<file path="config.mk">
export PLATFORM = sky130hd
export DESIGN_NAME = mul_multicycle_ext
export DESIGN_NICKNAME = d
export VERILOG_FILES = /design/src/rtl/mul_multicycle_ext.sv
export SDC_FILE = /design/constraint.sdc
export NUM_CORES = 1
export LEC_CHECK = 0
export CORE_MARGIN = 4
export CORE_UTILIZATION = 40
export CTS_BUF_LIST = sky130_fd_sc_hd__clkbuf_4 sky130_fd_sc_hd__clkbuf_8 sky130_fd_sc_hd__clkbuf_16
export DETAILED_ROUTE_END_ITERATION = 6
export PLACE_DENSITY = 0.63
export SETUP_SLACK_MARGIN = 0.5
export SLEW_MARGIN = 20
export SYNTH_ARGS = -nofsm -noshare
export SYNTH_HDL_FRONTEND = slang
export SYNTH_SLANG_ARGS = --single-unit
</file>
<file path="constraint.sdc">
create_clock -name clk -period 4.73 [get_ports clk]
set_input_delay 0.473 -clock clk [delete_from_list [all_inputs] [get_ports clk]]
set_output_delay 0.473 -clock clk [all_outputs]
set_load 0.05 [all_outputs]
</file>
<file path="src/rtl/mul_multicycle_ext.sv">
// rtl/mul_multicycle_ext.sv - iterative M-extension multiplier (MUL/MULH/MULHSU/MULHU), req/ack handshake
// Retires BITS_PER_CYCLE multiplier bits per step on operand magnitudes, then applies the result sign.
module mul_multicycle_ext #(
   parameter int WIDTH          = 32,
   parameter int BITS_PER_CYCLE = 2
) (
   input  logic             clk,
   input  logic             rst,
   input  logic             req,
   input  logic [1:0]       op,
   input  logic [WIDTH-1:0] a,
   input  logic [WIDTH-1:0] b,
   output logic [WIDTH-1:0] out,
   output logic             ack,
   output logic             busy
);

   localparam int N  = WIDTH / BITS_PER_CYCLE;
   localparam int CW = (N > 1) ? $clog2(N) : 1;
   localparam int PW = 2 * WIDTH;

   typedef enum logic [1:0] {S_IDLE, S_MUL, S_FIX} state_t;

   state_t           state_q, state_d;
   logic [1:0]       op_q, op_d;
   logic             sign_q, sign_d;
   logic [PW-1:0]    acc_q, acc_d;
   logic [PW-1:0]    a_sh_q, a_sh_d;
   logic [WIDTH-1:0] b_sh_q, b_sh_d;
   logic [CW-1:0]    cnt_q, cnt_d;
   logic [WIDTH-1:0] out_q, out_d;
   logic             ack_q, ack_d;
   logic             busy_q, busy_d;

   logic             a_neg, b_neg;
   logic [WIDTH-1:0] a_mag, b_mag;
   logic [PW-1:0]    partial, res;

   assign a_neg   = (op == 2'b01 || op == 2'b10) && a[WIDTH-1];
   assign b_neg   = (op == 2'b01) && b[WIDTH-1];
   assign a_mag   = a_neg ? -a : a;
   assign b_mag   = b_neg ? -b : b;
   // a_sh_q is already aligned to the current digit position, so no variable shift is needed
   assign partial = a_sh_q * PW'(b_sh_q[BITS_PER_CYCLE-1:0]);
   assign res     = sign_q ? -acc_q : acc_q;

   always_comb begin
      state_d = state_q;
      op_d    = op_q;
      sign_d  = sign_q;
      acc_d   = acc_q;
      a_sh_d  = a_sh_q;
      b_sh_d  = b_sh_q;
      cnt_d   = cnt_q;
      out_d   = out_q;
      ack_d   = 1'b0;
      busy_d  = busy_q;
      case (state_q)
         S_IDLE: begin
            // also accepts during the ack cycle, giving one op per N+2 cycles
            busy_d = req;
            if (req) begin
               op_d    = op;
               sign_d  = a_neg ^ b_neg;
               acc_d   = '0;
               a_sh_d  = PW'(a_mag);
               b_sh_d  = b_mag;
               cnt_d   = '0;
               state_d = S_MUL;
            end
         end
         S_MUL: begin
            acc_d  = acc_q + partial;
            a_sh_d = a_sh_q << BITS_PER_CYCLE;
            b_sh_d = b_sh_q >> BITS_PER_CYCLE;
            cnt_d  = cnt_q + CW'(1);
            if (cnt_q == CW'(N - 1)) begin
               state_d = S_FIX;
            end
         end
         S_FIX: begin
            out_d   = (op_q == 2'b00) ? res[WIDTH-1:0] : res[PW-1:WIDTH];
            ack_d   = 1'b1;
            state_d = S_IDLE;
         end
         default: begin
            state_d = S_IDLE;
         end
      endcase
   end

   always_ff @(posedge clk or negedge rst) begin
      if (!rst) begin
         state_q <= S_IDLE;
         op_q    <= '0;
         sign_q  <= 1'b0;
         acc_q   <= '0;
         a_sh_q  <= '0;
         b_sh_q  <= '0;
         cnt_q   <= '0;
         out_q   <= '0;
         ack_q   <= 1'b0;
         busy_q  <= 1'b0;
      end else begin
         state_q <= state_d;
         op_q    <= op_d;
         sign_q  <= sign_d;
         acc_q   <= acc_d;
         a_sh_q  <= a_sh_d;
         b_sh_q  <= b_sh_d;
         cnt_q   <= cnt_d;
         out_q   <= out_d;
         ack_q   <= ack_d;
         busy_q  <= busy_d;
      end
   end

   assign out  = out_q;
   assign ack  = ack_q;
   assign busy = busy_q;

   a_operands_known: assert property (@(posedge clk) disable iff (!rst)
      (state_q == S_IDLE && req) |-> !$isunknown({op, a, b}));

endmodule

</file>
# --- Yosys cells after proc, flatten, opt, wreduce, memory -nomap -nowiden ---
# Cells that the tools add are included.
totals:
  ff_bits: 203
  out_inout_bits: 34
  elab_cells: 49
classes:
  add_sub_neg: 5
  reduce_logical: 9
  mux: 16
  n_eq_ne: 7
  n_bitwise: 1
  multipliers: 1
ops:
  columns: ["operator", "n"]
  rows:
  - ["$pmux 64 s2", 2]
  - ["$mux 64", 3]
  - ["$mux 32", 4]
  - ["$add 64x64->64", 1]
  - ["$mul 64x2->64", 1]
  - ["$neg 32->32", 2]
  - ["$neg 64->64", 1]
  - ["$pmux 32 s2", 1]
  - ["$pmux 4 s2", 1]
  - ["$reduce_and 2->1", 3]
  - ["$add 4x1->4 const B", 1]
  - ["$eq 2x1->1 const B", 2]
  - ["$eq 2x2->1 const B", 2]
  - ["$eq 4x4->1 const B", 1]
  - ["$logic_not 2->1", 2]
  - ["$mux 2", 2]
  - ["$mux 4", 1]
  - ["$ne 2x2->1 const B", 2]
  - ["$pmux 2 s2", 1]
  - ["$logic_and 1x1->1", 2]
  - ["$reduce_bool 2->1", 1]
  - ["$logic_or 1x1->1", 1]
  - ["$mux 1", 1]
  - ["$xor 1x1->1", 1]

# --- Logic depth before layout (Yosys ltp) ---
depth:
  depth_word: 6
  mapped_depth: 17
  depth_no_buf: 15

# --- Least setup slack after synthesis ---
# No wires, ideal clock.
synth_timing:
  path_type: "reg2reg"
  start: "reg b_sh_q[1]"
  end: "reg acc_q[51]"
  setup_ns: 0.122
  t_arrival_ns: 3.909
  path_stages_with_launch: 18
  path_buffers: 2
  slack_ns: 0.699
  synth_period_minus_slack_ns: 4.031
  cell_sequence: "dfrtp_1 > clkbuf_1 > clkbuf_1 > nand2_1 > fa_1 > inv_1 > ha_1 > fa_1 > a21oi_1 > nand4b_1 > a211oi_2 > o2111ai_1 > a2111oi_2 > o2111ai_1 > a21boi_0 > o21bai_1 > a21o_1 > a32o_1"
synth_between:
  elab_chain_len: 3
synth_lines:
  columns: ["element", "line", "text"]
  rows:
  - ["start, declared", "29", "logic [WIDTH-1:0] b_sh_q, b_sh_d;"]
  - ["start signal, assigned", "110", "b_sh_q <= b_sh_d;"]
  - ["$mul 64x2->64", "44", "assign partial = a_sh_q * PW'(b_sh_q[BITS_PER_CYCLE-1:0]);"]
  - ["$add 64x64->64", "73", "acc_d = acc_q + partial;"]
  - ["$pmux 64 s2", "58", "case (state_q)"]
  - ["end signal, assigned", "97", "acc_q <= '0;"]
  - ["end signal, assigned", "108", "acc_q <= acc_d;"]
  - ["end, declared", "27", "logic [PW-1:0] acc_q, acc_d;"]
# Every way passes these cells.
# A chain may end at the register's enable or synchronous reset.

# --- Worst setup path in the final report ---
layout_timing:
  start: "reg b_sh_q[1]"
  end: "reg acc_q[40]"
# Same word-level chain as after synthesis.

==> results.md <==
- Slew Viols, Final: 0
- Die area: 45,900 um2
- Met3 usage: 0.0385
- Final Hold Viols: 0
- Global placer's final weighted congestion: 0.943
- Post-route ant nets: 0
- Max Clock Freq: 242 MHz
- Worst Path Max Fanout: 17
- Initial drt markers: 1,348
- N_diodes: 0
- Final min period: 4120 ps
- Hpwl dp: 40.0 mm
- R2R setup slack: 610 ps
- Startpoint types: register
- Clk slew on worst S/H paths: 70 ps
- Post-Layout Cell Count: between 2,000 and 3,000
- CP Capture Type: register
- Worst path top cell family by delay: compound AO/OA/AOI/OAI gates
- Critical-path top delay cell: fa_1
- # Max-Cap Violations: 0
- CP required: slightly above 5000 ps
- Area grow syn2layout: 16.0%
- # rows: 75
- Crit path arrival time: 4540 ps
- Post-route cell area: 19,800 um2
- # hold bufs at CTS: 0
- Reg2reg end: acc_q[40]
- Max IR drop VDD: 0.000336 V
- Initial Utilization: 0.405
- Die Y: 214 um
- Cell count along the critical path: 15
- DR vias: 15,486
- Final setup viols: 0
- DR pass1 iterations: 5
- GRT met2 Usage: 0.341
- First-pass GRT wire length: approximately 84 mm
- Net Count, Synth: between 2,000 and 2,500
- CTS tree: yes
- Placed Cells: ~2,700
- Post-synthesis cell type count: 79
- P_leak: 8.74 nW
- GR Overflow Total: 0
- Fraction of layout cells with a size suffix above 1: 0.0678
- Overall fraction of global-route tracks in use: 0.224
- Clk buf depth: 3
- Clock Sink Count: 203
- IO Port Bufs: about 100
- Mean post-synth cell area: 7.88 um2
- DRT Wirelength: 52.8 mm
- Antenna violations before repair: 0
- Setup TNS: 0 ps
- Core Box Area: 42,000 um2
- Post-synthesis register bit count: ~200
- Post-Syn Area: 17,000 um2
- Kind of critical path: reg2reg
- Root Buffer: clkbuf_16
- DP Area: 18,400 um2
- Final Power: 16.6 mW
- Pin count of the biggest net entering global routing: about 110
- Slew @ Worst Pin: 1050 ps
- Sequential area share after synthesis: 0.298
- Inserted Clock Buffers: 26
- Number of global-route vias before repair: 15,097
- Fin nets: 2,392
- Status: completed
- Pre-CTS WS: 350 ps
- Fin crit share: 0.872
- # H-tree levels: 1
- Post-layout util: 0.470
- Setup WS post-layout: 606 ps
- Final hold slack: between 20 and 30 ps
- Unrepaired setup endpoints after global routing: yes
- Width of the die: 214 um
- Synth Instances: 2,161
- Reg2Reg Depth: 15
- Ys flop type: dfrtp_1
- Reg-to-reg startpoint: b_sh_q[1]
- Routed wire per std cell: 19.2 um
- IO Count: 103
- CP startpoint: b_sh_q[1]
- Synth warnings: 0
- Clock skew: 20.0 ps
- DR vias/cell: between 5 and 6
- Fraction of registers with async set/reset: 1.00
- Busiest grt layer: met2
- Worst Hold Class: in2async
- Slew headroom: 0.293
- DRC viols: 0
- Clock Latency Late Sink: 570 ps
- WP buf/inv: 3
- CP endpoint: acc_q[40]
- Pwr Density: between 800 and 900 nW/um2
- Met1 Use GR: 0.327
- Crit path largest cell delay: 510 ps
- EDFF count, synth: 0
- CP cell instances: buf_6 > nand2_1 > fa_1 > inv_1 > ha_1 > a21o_1 > nor4b_1 > o311ai_1 > a211oi_1 > a211oi_1 > buf_4 > o21ai_0 > a21oi_1 > xor2_1 > o21ai_0
[layout make-up]
cell class                 count  area [um2]
clock inverter                16         339
sequential                   203        5080
tap                          539         674
fill                        4175       22300
multi-input combinational   1617       10800
timing repair buffer         133        1370
clock buffer                  32         732
inverter                     211         792
[cells in the final DEF (no fill, tap or decap), drive strengths merged, types with 3 or more instances in the layout]
cell	n
or3	15
or2	7
a22oi	58
xor2	45
clkinv	4
ha	68
nor2	92
xnor2	127
o2111ai	4
o311ai	3
nand2b	13
a211oi	9
bufinv	10
o21bai	15
a21boi	3
dfrtp	203
and3	11
nand2	373
inv	211
o41ai	13
nor2b	10
o31ai	30
a31oi	13
o21ai	265
nor3	25
or4	15
clkbuf	35
o211ai	4
fa	63
a21oi	136
clkdlybuf4s50	101
nand4	30
o21a	5
and2	7
a31o	6
nand3	58
buf	29
a21o	47
nor4	17
[cell families after synthesis]
family                     Yosys count  synth area share
adders and majority gates          131             0.124
buffers and inverters              341            0.0794
DFF                                203             0.298
xor gates and xnor gates           172            0.0885
AOI/OAI and AO/OA                  632             0.227
and+or+nand+nor                    682             0.182
[worst reg2reg max path: cells and delay by family (launching register included)]
kind            cells  cell delay (ps)
xor+xnor            1              190
flops               1              460
buf+inv             3              490
fa+ha+maj           2              880
compound gates      7             1700
simple gates        2              260
[synthesized netlist by cell type, types with 4 or more instances]
master     count  share of area
a21oi_2        5         0.0026
or4_4          4         0.0026
o2111ai_1      4         0.0021
a211oi_1       7         0.0031
o21ai_0      257          0.076
o21ai_1        7         0.0021
xor2_1        45          0.023
inv_1        211          0.047
or4_1         11         0.0049
clkbuf_1     114          0.025
fa_1          63          0.074
o21bai_1      15         0.0066
o41ai_1       10         0.0051
a21oi_1      131          0.039
or3_1         10         0.0037
or3_4          4         0.0026
clkbuf_8       5         0.0040
or2_2          5         0.0018
o31ai_1       30          0.013
a31oi_1       13         0.0048
a22oi_1       58          0.026
and2_1         7         0.0026
buf_1          6         0.0013
nor4_1        16         0.0059
nand3_1       58          0.017
a21o_1        47          0.021
and3_1        11         0.0040
xnor2_1      127          0.065
o21a_1         5         0.0022
dfrtp_1      203           0.30
nor2_1        92          0.020
nand2b_1      12         0.0044
nor2b_1       10         0.0037
nand2_1      371          0.082
nand4_1       29          0.011
a31o_2         6         0.0031
o211ai_1       4         0.0018
ha_1          68          0.050
nor3_1        25         0.0073
[where the power goes]
group	switching (mW)	leakage, nW	internal (mW)
combinational	6.79	5.78	3.92
sequential	0.915	2.44	2.54
clock	0.849	0.521	1.64
total	8.55	8.74	8.10
[repair_timing]
| item | 4_1_cts | 5_1_grt |
|---|---|---|
| setup buffers | 0 | 6 |
| endpoints found under the setup margin | 11 | 29 |
| pin swaps | 1 | 8 |
| cloned | 0 | 2 |
| resized for setup | 6 | 37 |
[worst min path at each step]
stage	endpoint	cells after the start
2_1_floorplan	a_sh_q[0]	0
3_3_place_gp	out[23]	2
3_5_place_dp	b_sh_q[31]	2
4_1_cts	a_sh_q[13]	1
5_1_grt	a_sh_q[13]	1
6_report	a_sh_q[13]	1
[state kept, by name (all words and copies together), names as in the netlist]
name     cells
b_sh_q      32
op_q         2
ack          1
a_sh_q      64
state_q      2
acc_q       64
out         32
cnt_q        4
busy         1
sign_q       1
[per-layer routing]
layer / wire length, um / vias up / part of all wire
met4: 1570 / 0 / 0.030
li1: - / 7436 / -
met5: 0 / - / 0
met1: 24700 / 7467 / 0.47
met3: 3510 / 102 / 0.067
met2: 23100 / 481 / 0.44
No activity file was read; power rests on OpenSTA's default activity.
